--- src/rtl/block_sched_pkg.sv ---
// Shared types and helpers for the block scheduler.
// The BLOCK_SCHED_STATS_EN macro (see block_scheduler.sv) adds statistics outputs.
package block_sched_pkg;

  typedef enum logic {
    SCHED_STRICT_RR    = 1'b0,
    SCHED_SKIP_FULL_RR = 1'b1
  } sched_mode_e;

  localparam int STAT_WIDTH = 32;

  function automatic int unsigned next_lane(input int unsigned cur, input int unsigned num_lanes);
    return (cur + 1 >= num_lanes) ? 0 : cur + 1;
  endfunction

endpackage

--- src/rtl/block_scheduler_if.sv ---
// Block input stream and per-lane output streams of the block scheduler.
interface block_scheduler_if #(
  parameter int BLOCK_WIDTH = 32,
  parameter int NUM_LANES   = 4,
  parameter int SEQ_W       = 8
);
  logic [BLOCK_WIDTH-1:0]                data_in;
  logic                                  data_in_valid;
  logic                                  data_in_ready;
  logic [NUM_LANES-1:0][BLOCK_WIDTH-1:0] lane_data;
  logic [NUM_LANES-1:0][SEQ_W-1:0]       lane_seq_id;
  logic [NUM_LANES-1:0]                  lane_valid;
  logic [NUM_LANES-1:0]                  lane_ready;
  logic [NUM_LANES-1:0]                  lane_full;

  // A transfer happens on a rising edge where valid && ready; a held valid keeps its payload
  // stable until that edge, and ready never depends combinationally on valid.
  modport master (
    output data_in, data_in_valid, lane_ready,
    input  data_in_ready, lane_data, lane_seq_id, lane_valid, lane_full
  );

  modport slave (
    input  data_in, data_in_valid, lane_ready,
    output data_in_ready, lane_data, lane_seq_id, lane_valid, lane_full
  );
endinterface

--- src/rtl/block_sched_lane_fifo.sv ---
// First-word-fall-through FIFO for one scheduler lane; head entry is visible on dout.
module block_sched_lane_fifo #(
  parameter int WIDTH = 40,
  parameter int DEPTH = 4
) (
  input  logic             clk,
  input  logic             rst_n,
  input  logic             flush,
  input  logic             push,
  input  logic [WIDTH-1:0] din,
  input  logic             pop,
  output logic [WIDTH-1:0] dout,
  output logic             full,
  output logic             empty
);
  localparam int AW = $clog2(DEPTH);

  logic [AW:0]      wr_q, wr_d, rd_q, rd_d;
  logic [WIDTH-1:0] mem [DEPTH];
  logic             do_push, do_pop;

  // Pointers carry one extra wrap bit so full and empty are distinguishable.
  assign full    = (wr_q[AW] != rd_q[AW]) && (wr_q[AW-1:0] == rd_q[AW-1:0]);
  assign empty   = (wr_q == rd_q);
  assign do_push = push && !full && !flush;
  assign do_pop  = pop && !empty && !flush;
  assign dout    = mem[rd_q[AW-1:0]];

  always_comb begin
    wr_d = wr_q;
    rd_d = rd_q;
    if (flush) begin
      wr_d = '0;
      rd_d = '0;
    end else begin
      if (do_push) wr_d = wr_q + (AW+1)'(1);
      if (do_pop)  rd_d = rd_q + (AW+1)'(1);
    end
  end

  always_ff @(posedge clk or negedge rst_n) begin
    if (!rst_n) begin
      wr_q <= '0;
      rd_q <= '0;
    end else begin
      wr_q <= wr_d;
      rd_q <= rd_d;
    end
  end

  always_ff @(posedge clk) begin
    if (do_push) mem[wr_q[AW-1:0]] <= din;
  end

endmodule

--- src/rtl/block_scheduler.sv ---
// Spreads one tagged block stream over NUM_LANES lane FIFOs in strict or skip-full round-robin.
// Defining BLOCK_SCHED_STATS_EN adds per-lane dispatch and input stall counters.
module block_scheduler
  import block_sched_pkg::*;
#(
  parameter int BLOCK_WIDTH       = 32,
  parameter int NUM_LANES         = 4,
  parameter int SEQUENCE_ID_WIDTH = 8,
  parameter int LANE_FIFO_DEPTH   = 4
) (
  input  logic              clk,
  input  logic              rst_n,
  input  logic              sched_mode,
  input  logic              flush,
  block_scheduler_if.slave  bus,
  output logic              idle
`ifdef BLOCK_SCHED_STATS_EN
  ,
  output logic [NUM_LANES-1:0][STAT_WIDTH-1:0] stat_dispatched,
  output logic [STAT_WIDTH-1:0]                stat_stall
`endif
);
  localparam int SEQ_W   = SEQUENCE_ID_WIDTH;
  localparam int LANE_W  = (NUM_LANES > 1) ? $clog2(NUM_LANES) : 1;
  localparam int ENTRY_W = SEQ_W + BLOCK_WIDTH;

  logic [LANE_W-1:0]               ptr_q, ptr_d, target;
  logic [SEQ_W-1:0]                seq_q, seq_d;
  logic [NUM_LANES-1:0]            full, empty, push, pop;
  logic [NUM_LANES-1:0][ENTRY_W-1:0] head;
  logic                            found, accept;
  sched_mode_e                     mode;

  // Target lane selection uses only registered FIFO state, so a same-cycle pop never frees a slot.
  always_comb begin : target_sel
    logic [LANE_W-1:0] cand;
    mode   = sched_mode_e'(sched_mode);
    target = ptr_q;
    found  = 1'b0;
    cand   = ptr_q;
    if (mode == SCHED_SKIP_FULL_RR) begin
      for (int k = 0; k < NUM_LANES; k++) begin
        cand = LANE_W'((32'(ptr_q) + 32'(k)) % NUM_LANES);
        if (!found && !full[cand]) begin
          found  = 1'b1;
          target = cand;
        end
      end
    end else begin
      found = !full[ptr_q];
    end
  end

  assign bus.data_in_ready = rst_n && !flush && found;
  assign accept            = bus.data_in_valid && bus.data_in_ready;
  assign pop               = bus.lane_ready & ~empty & {NUM_LANES{~flush}};

  always_comb begin
    push = '0;
    for (int i = 0; i < NUM_LANES; i++) begin
      if (accept && (target == LANE_W'(i))) push[i] = 1'b1;
    end
  end

  always_comb begin
    ptr_d = ptr_q;
    seq_d = seq_q;
    if (flush) begin
      ptr_d = '0;
      seq_d = '0;
    end else if (accept) begin
      ptr_d = LANE_W'(next_lane(32'(target), NUM_LANES));
      seq_d = seq_q + 1'b1;
    end
  end

  always_ff @(posedge clk or negedge rst_n) begin
    if (!rst_n) begin
      ptr_q <= '0;
      seq_q <= '0;
    end else begin
      ptr_q <= ptr_d;
      seq_q <= seq_d;
    end
  end

  for (genvar g = 0; g < NUM_LANES; g++) begin : g_lane
    block_sched_lane_fifo #(
      .WIDTH (ENTRY_W),
      .DEPTH (LANE_FIFO_DEPTH)
    ) u_fifo (
      .clk   (clk),
      .rst_n (rst_n),
      .flush (flush),
      .push  (push[g]),
      .din   ({seq_q, bus.data_in}),
      .pop   (pop[g]),
      .dout  (head[g]),
      .full  (full[g]),
      .empty (empty[g])
    );
  end

  always_comb begin
    for (int i = 0; i < NUM_LANES; i++) begin
      bus.lane_data[i]   = head[i][BLOCK_WIDTH-1:0];
      bus.lane_seq_id[i] = head[i][ENTRY_W-1:BLOCK_WIDTH];
    end
  end

  assign bus.lane_valid = ~empty;
  assign bus.lane_full  = full;
  assign idle           = &empty;

`ifdef BLOCK_SCHED_STATS_EN
  logic [NUM_LANES-1:0][STAT_WIDTH-1:0] disp_q, disp_d;
  logic [STAT_WIDTH-1:0]                stall_q, stall_d;

  // Both counters saturate rather than wrap.
  always_comb begin
    disp_d  = disp_q;
    stall_d = stall_q;
    if (flush) begin
      disp_d  = '0;
      stall_d = '0;
    end else begin
      for (int i = 0; i < NUM_LANES; i++) begin
        if (push[i] && (disp_q[i] != '1)) disp_d[i] = disp_q[i] + 1'b1;
      end
      if (bus.data_in_valid && !bus.data_in_ready && (stall_q != '1)) stall_d = stall_q + 1'b1;
    end
  end

  always_ff @(posedge clk or negedge rst_n) begin
    if (!rst_n) begin
      disp_q  <= '0;
      stall_q <= '0;
    end else begin
      disp_q  <= disp_d;
      stall_q <= stall_d;
    end
  end

  assign stat_dispatched = disp_q;
  assign stat_stall      = stall_q;
`endif

endmodule

--- src/flat_wrapper.sv ---
// flat-port wrapper written by rule: the top's interface ports become plain ports
module block_scheduler_flat import block_sched_pkg::*;
#(
  parameter int BLOCK_WIDTH       = 32,
  parameter int NUM_LANES         = 4,
  parameter int SEQUENCE_ID_WIDTH = 8,
  parameter int LANE_FIFO_DEPTH   = 4
)
  (clk, rst_n, sched_mode, flush, idle, bus_data_in, bus_data_in_valid, bus_lane_ready, bus_data_in_ready, bus_lane_data, bus_lane_seq_id, bus_lane_valid, bus_lane_full);
  block_scheduler_if #(.BLOCK_WIDTH(BLOCK_WIDTH), .NUM_LANES(NUM_LANES), .SEQ_W((8))) bus_i ();
  input  logic clk;
  input  logic rst_n;
  input  logic sched_mode;
  input  logic flush;
  output logic idle;
  input wire logic [$bits(bus_i.data_in)-1:0] bus_data_in;
  input wire logic [$bits(bus_i.data_in_valid)-1:0] bus_data_in_valid;
  input wire logic [$bits(bus_i.lane_ready)-1:0] bus_lane_ready;
  output wire logic [$bits(bus_i.data_in_ready)-1:0] bus_data_in_ready;
  output wire logic [$bits(bus_i.lane_data)-1:0] bus_lane_data;
  output wire logic [$bits(bus_i.lane_seq_id)-1:0] bus_lane_seq_id;
  output wire logic [$bits(bus_i.lane_valid)-1:0] bus_lane_valid;
  output wire logic [$bits(bus_i.lane_full)-1:0] bus_lane_full;
  assign bus_i.data_in = bus_data_in;
  assign bus_i.data_in_valid = bus_data_in_valid;
  assign bus_i.lane_ready = bus_lane_ready;
  assign bus_data_in_ready = bus_i.data_in_ready;
  assign bus_lane_data = bus_i.lane_data;
  assign bus_lane_seq_id = bus_i.lane_seq_id;
  assign bus_lane_valid = bus_i.lane_valid;
  assign bus_lane_full = bus_i.lane_full;
  block_scheduler #(.BLOCK_WIDTH(BLOCK_WIDTH), .NUM_LANES(NUM_LANES), .SEQUENCE_ID_WIDTH(SEQUENCE_ID_WIDTH), .LANE_FIFO_DEPTH(LANE_FIFO_DEPTH)) u_core (.clk(clk), .rst_n(rst_n), .sched_mode(sched_mode), .flush(flush), .bus(bus_i), .idle(idle));
endmodule
--- config.mk ---
export PLATFORM = sky130hd
export DESIGN_NAME = block_scheduler_flat
export DESIGN_NICKNAME = d
export VERILOG_FILES = /design/src/rtl/block_sched_pkg.sv /design/src/rtl/block_scheduler_if.sv /design/src/rtl/block_sched_lane_fifo.sv /design/src/rtl/block_scheduler.sv /design/src/flat_wrapper.sv
export SDC_FILE = /design/constraint.sdc
export NUM_CORES = 1
export LEC_CHECK = 0
export CAP_MARGIN = 20
export CORE_MARGIN = 5
export CORE_UTILIZATION = 56
export CTS_CLUSTER_DIAMETER = 60
export CTS_CLUSTER_SIZE = 28
export DETAILED_ROUTE_END_ITERATION = 16
export PLACE_DENSITY = 0.73
export SKIP_CTS_REPAIR_TIMING = 1
export SLEW_MARGIN = 10
export SYNTH_ARGS = -nofsm -noshare
export SYNTH_HDL_FRONTEND = slang
export SYNTH_SLANG_ARGS = --single-unit
--- constraint.sdc ---
create_clock -name clk -period 4.8 [get_ports clk]
set_clock_uncertainty 0.1 [all_clocks]
set_input_delay 0.96 -clock clk [delete_from_list [all_inputs] [get_ports clk]]
set_output_delay 0.96 -clock clk [all_outputs]
set_load 0.01 [all_outputs]
---- Yosys cells after proc, flatten, opt, wreduce, memory -nomap -nowiden ----
Memory sizes are Yosys's and may differ from the RTL's.
Index checks and enable logic that the tools add are counted.
word-level totals
  word-level logic and storage cells ...... 161
  bits of input ports ..................... 41
  memories ................................ 4
  register bits after elaboration ......... 34
  RAM bits ................................ 640
memories
  name                         depth  bits a word  rd ports  clocked after Yosys merged registers in  write ports  line                         RTL
  u_core.g_lane[0].u_fifo.mem  4      40           1         0                                        1            block_sched_lane_fifo.sv:19  logic [WIDTH-1:0] mem [DEPTH];
  u_core.g_lane[1].u_fifo.mem  4      40           1         0                                        1            block_sched_lane_fifo.sv:19
  u_core.g_lane[2].u_fifo.mem  4      40           1         0                                        1            block_sched_lane_fifo.sv:19
  u_core.g_lane[3].u_fifo.mem  4      40           1         0                                        1            block_sched_lane_fifo.sv:19
operators by class
  muxes and demuxes ....................... 53
  add/sub/neg operators ................... 13
  equal/unequal tests ..................... 15
  reductions and logical operators ........ 57
  $lt $le $gt $ge ......................... 5
  bitwise operators ....................... 4
operator list
  kind                 count
  $mux 3               16
  $logic_and 1x1->1    30
  $add 3x1->3 const B  8
  $mux 1               24
  $reduce_bool 2->1    9
  $logic_not 1->1      16
  $mux 8               2
  $mux 2               7
  $eq 3x3->1           4
  $lt 2x3->1 const B   4
  $add 8x1->8 const B  1
  $and 4x4->4          2
  $bmux 1 s2           4
  $eq 2x2->1           4
  $add 2x2->2 const B  2
  $eq 2x2->1 const B   2
  $ne 1x1->1           4
  $not 4->4            1
  $reduce_and 4->1     1
  $add 2x1->3 const B  1
  $ge 3x3->1 const B   1
  $add 2x1->2 const B  1
  $eq 2x1->1 const B   1
  $logic_not 2->1      1
  $not 1->1            1

---- Logic depth before layout (Yosys ltp) ----
Gate-level depths: netlist of the first run.
  depth in word-level cells ............... 26
  depth in mapped cells ................... 12
  gate-level depth less buffers ........... 10

---- By module ----
A second synthesis of the first run with hierarchy kept.
second synthesis, totals
  cell total of the unflattened synthesis .. 1203
  area total of the unflattened synthesis .. 26217.6 µm²
modules (own cells, without submodules)
  module                                           area an instance (µm²)  sequential area each (µm²)  instances  cells each
  block_sched_lane_fifo (u_core.g_lane[1].u_fifo)  6387.4                  4954.8                      1          279
  block_sched_lane_fifo (u_core.g_lane[2].u_fifo)  6331.1                  4954.8                      1          277
  block_sched_lane_fifo (u_core.g_lane[3].u_fifo)  6318.6                  4954.8                      1          273
  block_sched_lane_fifo (u_core.g_lane[0].u_fifo)  6299.8                  4954.8                      1          272
  block_scheduler                                  880.8                   250.2                       1          102

---- Worst setup path before layout of the first run ----
No wires, ideal clock.
  path type ............................... reg-to-reg
  from .................................... register u_core.g_lane[3].u_fifo.rd_q[1]
  to ...................................... memory u_core.g_lane[2].u_fifo.mem[3][0], enable pin
  stages on the path, launching flop included .. 11
  arrival ................................. 3.654 ns
  setup time .............................. 0.440 ns
  data required time ...................... 4.260 ns
  period minus slack after synthesis ...... 4.194 ns
  setup slack ............................. 0.606 ns
  cells stage by stage .................... dfrtp_1 -> buf_2 -> xor2_1 -> or3_1 -> buf_2 -> a211oi_1 -> o211ai_2 -> inv_1 -> ha_1 -> nand3_1 -> nor2_1
on the way
  word-level cells in the longest chain between the ends .. 26
ends and longest elaborated chain
  item                                 line                                          RTL
  start, declared                      block_sched_lane_fifo.sv:18                   logic [AW:0] wr_q, wr_d, rd_q, rd_d;
  start signal, assigned               block_sched_lane_fifo.sv:47                   rd_q <= rd_d;
  $eq 2x2->1 (*)                       block_sched_lane_fifo.sv:23                   assign full = (wr_q[AW] != rd_q[AW]) && (wr_q[AW-1:0] == rd_q[AW-1:0]);
  $logic_and 1x1->1 (*)                block_sched_lane_fifo.sv:23
  $bmux 1 s2                           block_scheduler.sv:44, block_scheduler.sv:50
  $mux 1 (not written as such)         block_scheduler.sv:44, block_scheduler.sv:50
  $mux 1                               block_scheduler.sv:44                         if (!found && !full[cand]) begin
  $mux 1                               block_scheduler.sv:41                         if (mode == SCHED_SKIP_FULL_RR) begin
  $logic_not 1->1                      block_scheduler.sv:44
  $logic_and 1x1->1                    block_scheduler.sv:44
  (+9 left out)                        n/a
  $mux 1                               block_scheduler.sv:41
  $logic_and 1x1->1                    block_scheduler.sv:54                         assign bus.data_in_ready = rst_n && !flush && found;
  $logic_and 1x1->1                    block_scheduler.sv:55                         assign accept = bus.data_in_valid && bus.data_in_ready;
  $logic_and 1x1->1 (*)                block_scheduler.sv:61                         if (accept && (target == LANE_W'(i))) push[i] = 1'b1;
  $mux 1 (*)                           block_scheduler.sv:61
  $logic_and 1x1->1 (*) (2 in series)  block_sched_lane_fifo.sv:25                   assign do_push = push && !full && !flush;
  $mux 1 (*)                           block_sched_lane_fifo.sv:52                   if (do_push) mem[wr_q[AW-1:0]] <= din;
  $mux 1 (not written as such) (*)     block_sched_lane_fifo.sv:52
  end, declared                        block_sched_lane_fifo.sv:19
Every way passes the cells marked *; elsewhere a longest branch is shown, timed or not. The select of a mux whose other input is x is not followed.

---- Worst setup path after layout of the first run ----
  from .................................... register u_core.g_lane[2].u_fifo.wr_q[0]
  to ...................................... output bus_data_in_ready
on the way
  word-level cells in the longest chain between the ends .. 19
ends and longest elaborated chain
  item                          line                                          RTL
  start, declared               block_sched_lane_fifo.sv:18
  start signal, assigned        block_sched_lane_fifo.sv:46                   wr_q <= wr_d;
  $eq 2x2->1 (*)                block_sched_lane_fifo.sv:23
  $logic_and 1x1->1 (*)         block_sched_lane_fifo.sv:23
  $bmux 1 s2                    block_scheduler.sv:44, block_scheduler.sv:50
  $mux 1 (not written as such)  block_scheduler.sv:44, block_scheduler.sv:50
  $mux 1                        block_scheduler.sv:44
  $mux 1                        block_scheduler.sv:41
  $logic_not 1->1               block_scheduler.sv:44
  $logic_and 1x1->1             block_scheduler.sv:44
  (+3 left out)                 n/a
  $logic_and 1x1->1             block_scheduler.sv:44
  $mux 1                        block_scheduler.sv:44
  $mux 1                        block_scheduler.sv:41
  $logic_not 1->1               block_scheduler.sv:44
  $logic_and 1x1->1             block_scheduler.sv:44
  $mux 1                        block_scheduler.sv:44
  $mux 1 (*)                    block_scheduler.sv:41
  $logic_and 1x1->1 (*)         block_scheduler.sv:54
  end, declared                 flat_wrapper.sv:19                            output wire logic [$bits(bus_i.data_in_ready)-1:0] bus_data_in_ready;
Marked as above.

==> results.tsv, run 1 <==
stage	metric	value	unit
run_status	status	completed	
placed_design	placed wire-length estimate	32500	um
timing	Achievable Freq	238	MHz
detailed_routing	DRC	0	
floorplan	row count	78	
synthesis	Synth Area in Compound Gates	1.13	%
synthesis	Synth Area in Adders	1.08	%
clock_network	clock slew at reported path FFs	0.09	ns
setup_path	CP max stage delay	0.48	ns
detailed_routing	vias after detailed routing	12006	
synthesis	top cell type's share of synthesized area	75.7	%
detailed_routing	WL final	54400	um
timing	# setup viols final	0	
detailed_routing	Antenna Violating Nets Remaining	0	
timing	Min Clock Period, post-route	4.20	ns
setup_path	Levels on crit path	6	
timing	Worst Tran Pin Value	1.11	ns
synthesis	Synth Warn #	0	
global_route	largest net degree at the start of global routing	44	
global_route	Overflow after GRT	0	
floorplan	initial core utilization	56.3	%
timing	RSZ-0062 raised after global routing	false	
clock_network	CTS Buf Count	39	
floorplan	width of the die	223	um
synthesis	Mapped Cells	1106	
floorplan	die height	223	um
clock_network	Max clock buf depth	3	
placed_design	Inst Count DP	1901	
global_route	vias in the first global route	12311	
placed_design	# port buffers	210	
timing	Fin. Hold Viols	0	
clock_network	CTS tree	yes	
setup_path	Req. time, crit path	3.74	ns
clock_network	clk_lat worst skew	0.57	ns
detailed_routing	First-pass DRT Iterations	5	
setup_path	worst-path fanout max	6	
detailed_routing	Met3 Wirelength	3130	um
pwr	maximum VDD drop	0.000278	V
synthesis	Syn Area/Cell	23.0	um^2
synthesis	Post-Syn Area	25400	um^2
clock_network	H-tree depth	2	
setup_path	delay-heaviest family, CP	simple AND/OR/NAND/NOR gates	
synthesis	area leader, netlist	edfxtp_1	
detailed_routing	wire per inst	27.6	um
global_route	Tot GR Track Use	21.9	%
detailed_routing	drt via density	6.10	
synthesis	Simple-Gate Fraction of Synth Area	2.03	%
synthesis	post-synthesis cell type count	46	
synthesis	Post-Synth XOR/XNOR Area	0.793	%
pwr	Leakage	9.39	nW
detailed_routing	Post-Route M1 WL	22800	um
synthesis	synth top area cells	edfxtp_1 (76%), mux4_2 (14%), dfrtp_1 (3.4%), ha_1 (1.1%), xor2_1 (0.52%)	
timing	Fin Setup TNS	0	ns
synthesis	Synth async-reset ratio	5.04	%
pwr	Cell Pwr Density	395	nW/um^2
floorplan	core area	45100	um^2
layout	number of diodes	0	
synthesis	sequential area share after synthesis	79.0	%
detailed_routing	1st-iter DRT viols	1136	
floorplan	DIE AREA	49700	um^2
setup_path	CP cell instances	xnor2_1, nand4_1, a2111oi_0, nor3_1, or2_2, clkdlybuf4s50_1	
hold_path	depth of the worst hold-timing path	1	
clock_network	CTS Sinks	674	
clock_network	root buffer cell	clkbuf_16	
detailed_routing	DR top layer	met4	
layout	share of layout cells above drive strength 1	21.5	%
layout	Final Util	66.0	%
flow_run	max-cap violations	0	
floorplan	I/O Pins	211	
layout	Fillers	2930	
global_route	first-pass GRT wire length	81100	um
setup_path	Slowest-stage cell, CP	a2111oi_0	
layout	Finished Layout Cells	1969	
timing	fin. max-slew vios	0	
setup_path	FF-to-FF path depth	10	
synthesis	EDFF count, synth	640	
synthesis	main combinational cell family by area after synthesis	multiplexers	
setup_path	crit path capture type	output pin	
synthesis	Yosys reg bits	674	
setup_path	worst path bufs/invs	1	
global_route	initial antenna violation count	0	
hold_path	Hold Crit Class	flip-flop to flip-flop	
timing	Final Cycle Share	87.4	%
timing	Slew HR	26.0	%
synthesis	post-synthesis mux area share	14.8	%
synthesis	synthesized net count	1169	
setup_path	critical path class	flip-flop to output pin	
setup_path	critical path arrival	3.14	ns
layout	Final #Nets	1405	
synthesis	dominant synthesized flop cell	edfxtp_1	
placed_design	global placer's final weighted congestion	0.879	
layout	layout overhead on the synthesized area	17.2	%
detailed_routing	wire length on met2	27500	um
setup_path	startpoint types	flip-flop	
## through the flow
step / setup slack [ns] / area, um^2 / hold slack, ns / total power [mW]
3_3_place_gp: 0.467 / 28400 / 0.387 / 8.09
2_1_floorplan: 0.606 / 25400 / 0.368 / 7.38
5_1_grt: 0.355 / 29800 / 0.461 / 12.2
6_report: 0.604 / 29800 / 0.397 / 11.8
3_5_place_dp: 0.316 / 28400 / 0.393 / 8.10
4_1_cts: 0.581 / 29800 / 0.402 / 11.9
## registers in the layout, indices dropped and copies added (netlist names)
signal / flops
u_core.g_lane.u_fifo.wr_q: 12
u_core.ptr_q: 2
u_core.g_lane.u_fifo.mem: 640
u_core.g_lane.u_fifo.rd_q: 12
u_core.seq_q: 8
## worst reg2reg max path, delay by kind of cell (launching register included)
family / cells / cell delay (ns)
and+or+nand+nor: 4 / 1.50
DFF: 1 / 0.77
AOI/OAI and AO/OA: 2 / 0.65
buffers and inverters: 2 / 0.41
xor gates and xnor gates: 1 / 0.22
adders and majority gates: 1 / 0.16
## final cells by class
class                      count  area (um^2)  area share, %
timing repair buffer         246         2400           8.05
clock buffer                  42         1030           3.46
clock inverter                26          354           1.19
inverter                      21         78.8          0.265
multi-input combinational    360         5070           17.0
tap                          600          751           2.52
sequential                   674        20100           67.5
## final timing paths
path | start | to | slack (ns)
min reg2reg | u_core.g_lane[0].u_fifo.wr_q[2] | u_core.g_lane[0].u_fifo.wr_q[2] | 0.40
max | u_core.g_lane[2].u_fifo.wr_q[0] | bus_data_in_ready | 0.60
max in group asynchronous | rst_n | u_core.g_lane[1].u_fifo.rd_q[0] | 3.57
min in group asynchronous | rst_n | u_core.g_lane[2].u_fifo.wr_q[2] | 0.70
max reg2reg | u_core.g_lane[1].u_fifo.rd_q[0] | u_core.g_lane[2].u_fifo.mem[0][5] | 0.75
min | u_core.g_lane[0].u_fifo.wr_q[2] | u_core.g_lane[0].u_fifo.wr_q[2] | 0.40
## where the power goes
part | total, mW | switching (mW) | leakage [nW] | internal, mW
logic | 1.36 | 0.665 | 2.46 | 0.697
clock network | 3.81 | 1.98 | 0.668 | 1.83
registers | 6.58 | 0.0725 | 6.26 | 6.51
total | 11.8 | 2.72 | 9.39 | 9.04
## logic make-up (layout without fill, tap and decap cells)
group,Yosys count,in the layout
DFF,674,674
and+or+nand+nor,102,102
adders and majority gates,22,22
muxes,174,174
xor gates and xnor gates,23,23
AOI/OAI and AO/OA,39,39
buffers and inverters,72,335
## synthesized netlist by cell type, drive strengths merged (2+ instances only)
| cell type | n |
|---|---|
| a21oi | 8 |
| a31oi | 4 |
| and2 | 12 |
| buf | 27 |
| clkbuf | 24 |
| dfrtp | 34 |
| edfxtp | 640 |
| ha | 22 |
| inv | 21 |
| mux2 | 5 |
| mux2i | 9 |
| mux4 | 160 |
| nand2 | 24 |
| nand3 | 22 |
| nand3b | 2 |
| nand4 | 5 |
| nor2 | 21 |
| nor3 | 5 |
| nor4 | 3 |
| o211ai | 6 |
| o21a | 2 |
| o21ai | 6 |
| o31ai | 5 |
| or3 | 2 |
| or4 | 3 |
| xnor2 | 8 |
| xor2 | 15 |
## metal layers
layer	global-route usage [%]	vias up
li1	-	5048
met1	32.7	6433
met2	35.6	459
met3	3.42	66
met4	4.45	0
met5	0	-
## placed cells by master (no fill, tap or decap), types with 5 or more instances in the layout
cell type / count
inv_12: 5
nand3_1: 22
and2_2: 12
a21oi_1: 8
xor2_1: 15
xnor2_1: 8
mux4_2: 160
mux2i_1: 9
o31ai_1: 5
inv_8: 6
nand2_1: 24
ha_1: 22
clkbuf_16: 41
nor2_1: 18
clkdlybuf4s50_1: 210
inv_1: 19
mux2_1: 5
dfrtp_1: 26
nand4_1: 5
edfxtp_1: 640
buf_4: 34
(Power assumes the default switching activity.)
==> run 2, diff against run 1 <==
- SLEW_MARGIN: 10 -> 5
==> results of run 2 <==
Final layout, timing and power as in run 1 (identical DEF).
==> run 3, diff against run 2 <==
- PLACE_DENSITY: 0.73 -> 0.77
==> run 3 against run 2 <==
Net effect: via count grew 0.25%; maximum frequency fell by 1.8%; register-to-register slack improved by 0.26 ns; power fell by 2.7%; clock power down 8.4%; global-route usage up 0.80 points; critical path type unchanged; non-clock buffer count stayed put; largest power group unchanged; worst hold slack improved by 0.011 ns.
==> results.tsv, run 3 (synthesized netlist as in run 1, its figures left out) <==
stage	metric	value	unit
layout	max FFs per register	640	
hold_path	Hold Path Sink	u_core.g_lane[3].u_fifo.wr_q[2]	
global_route	vias in the first global route	12487	
setup_path	reg2reg end	u_core.g_lane[1].u_fifo.mem[1][2]	
setup_path	reg2reg setup slack	1.01	ns
timing	fin. max-slew vios	0	
placed_design	placed instance area	28400	um^2
timing	Worst Tran Pin Value	0.992	ns
timing	Achievable Freq	234	MHz
timing	Fin. Hold Viols	0	
placed_design	DP Worst Slack	0.477	ns
run_status	status	completed	
floorplan	width of the die	223	um
layout	commonest non-fill, non-tap cells in the layout	edfxtp_1 (640), clkdlybuf4s50_1 (210), mux4_2 (160), clkbuf_16 (37), buf_4 (35)	
timing	Fin Setup TNS	0	ns
timing	Final Cycle Share	89.1	%
setup_path	crit path capture type	output pin	
layout	share of layout cells above drive strength 1	21.0	%
global_route	grt met2 use	38.7	%
setup_path	worst path bufs/invs	1	
clock_network	CTS Sinks	674	
global_route	initial antenna violation count	0	
layout	Fillers	2875	
layout	Finished Layout Cells	1963	
setup_path	R2R Path Start	u_core.g_lane[2].u_fifo.wr_q[0]	
timing	worst hold slack	0.408	ns
global_route	most used routing layer	met2	
floorplan	row count	78	
clock_network	Max clock buf depth	3	
timing	Slew HR	33.9	%
layout	Final #Nets	1402	
detailed_routing	drt via density	6.13	
placed_design	global placer's final weighted congestion	0.892	
clock_network	H-tree depth	2	
layout	commonest non-fill, non-tap cell in the layout	edfxtp_1	
detailed_routing	Antenna Violating Nets Remaining	0	
setup_path	startpoint types	flip-flop	
setup_path	worst-path fanout max	6	
detailed_routing	1st-iter DRT viols	1403	
pwr	Cell Pwr Density	387	nW/um^2
placed_design	Inst Count DP	1901	
global_route	first-pass GRT wire length	83700	um
floorplan	core area	45100	um^2
timing	Final WS setup	0.525	ns
global_route	largest net degree at the start of global routing	44	
clock_network	clock slew at reported path FFs	0.10	ns
layout	post-layout instance area	29600	um^2
pwr	Leakage	9.30	nW
placed_design	placed wire-length estimate	33300	um
pwr	total power	11.4	mW
setup_path	FF-to-FF path depth	8	
timing	# setup viols final	0	
detailed_routing	wire per inst	28.5	um
placed_design	# port buffers	210	
flow_run	max-cap violations	0	
floorplan	die height	223	um
floorplan	initial core utilization	56.3	%
hold_path	hold_sp	u_core.g_lane[3].u_fifo.wr_q[2]	
timing	RSZ-0062 raised after global routing	false	
global_route	Tot GR Track Use	22.7	%
detailed_routing	First-pass DRT Iterations	7	
global_route	met1 usage	32.0	%
layout	sequential cell area	20100	um^2
setup_path	critical path class	flip-flop to output pin	
global_route	met3 Track Usage GR	3.87	%
pwr	maximum VDD drop	0.000241	V
detailed_routing	DRC	0	
detailed_routing	WL final	56000	um
layout	multi-input logic area	5070	um^2
floorplan	I/O Pins	211	
setup_path	delay-heaviest family, CP	simple AND/OR/NAND/NOR gates	
floorplan	DIE AREA	49700	um^2
hold_path	Hold Crit Class	flip-flop to flip-flop	
setup_path	critical path arrival	3.21	ns
setup_path	CP cell instances	xnor2_1, nand4_1, a2111oi_0, nor3_1, or2_2, clkdlybuf4s50_1	
detailed_routing	vias after detailed routing	12036	
setup_path	Req. time, crit path	3.74	ns
clock_network	root buffer cell	clkbuf_16	
hold_path	depth of the worst hold-timing path	1	
clock_network	CTS Buf Count	36	
setup_path	Slowest-stage cell, CP	a2111oi_0	
clock_network	CTS tree	yes	
global_route	Overflow after GRT	0	
clock_network	clk_lat worst skew	0.56	ns
layout	layout overhead on the synthesized area	16.5	%
timing	Min Clock Period, post-route	4.27	ns
layout	Final Util	65.6	%
setup_path	CP max stage delay	0.51	ns
[run 3: changes by cell type in the layout (fill, tap and decap cells not counted), sizes merged]
cell,before,now
inv,35,31
clkbuf,42,39
clkinv,6,9
bufinv,3,1
clkinvlp,3,2
diode,0,1
[run 3: area by class of cell]
cell class | count | share of cell area (%)
clock buffers | 39 | 3.15
repair buffers | 246 | 8.06
flip-flops and latches | 674 | 67.9
clock inverters | 22 | 0.964
inverters | 21 | 0.266
well taps | 600 | 2.54
diodes | 1 | 0.00845
multi-input cells | 360 | 17.1
[run 3: worst max-delay path by stage]
stage | start | to | depth (start not counted)
2_1_floorplan | u_core.g_lane[3].u_fifo.rd_q[1] | u_core.g_lane[2].u_fifo.mem[3][0] | 10
3_3_place_gp | rst_n | u_core.g_lane[2].u_fifo.mem[2][1] | 8
3_5_place_dp | rst_n | u_core.g_lane[3].u_fifo.mem[1][23] | 10
4_1_cts | u_core.g_lane[1].u_fifo.rd_q[0] | bus_lane_seq_id[8] | 4
5_1_grt | u_core.g_lane[1].u_fifo.rd_q[0] | bus_lane_seq_id[14] | 4
6_report | u_core.g_lane[2].u_fifo.wr_q[0] | bus_data_in_ready | 6
[run 3: worst register-to-register path, delay by kind of cell, from the launching register on]
family	cells	cell delay (ns)
AOI/OAI and AO/OA	2	0.66
DFF	1	0.46
xor gates and xnor gates	1	0.46
buffers and inverters	1	0.51
and+or+nand+nor	4	1.15
[run 3: power by group]
part           internal (mW)  leakage, nW  switching, mW
sequential              6.51         6.26         0.0494
combinational          0.704         2.45          0.693
clock                   1.57        0.585           1.92
total                   8.78         9.30           2.66
[run 3: per-layer routing]
layer / wire [um] / part of all wire [%] / vias to the layer above
met2: 29100 / 52 / 546
met4: 897 / 1.6 / 0
li1: - / - / 5035
met1: 21900 / 39 / 6402
met5: 0 / 0 / -
met3: 4010 / 7.2 / 53
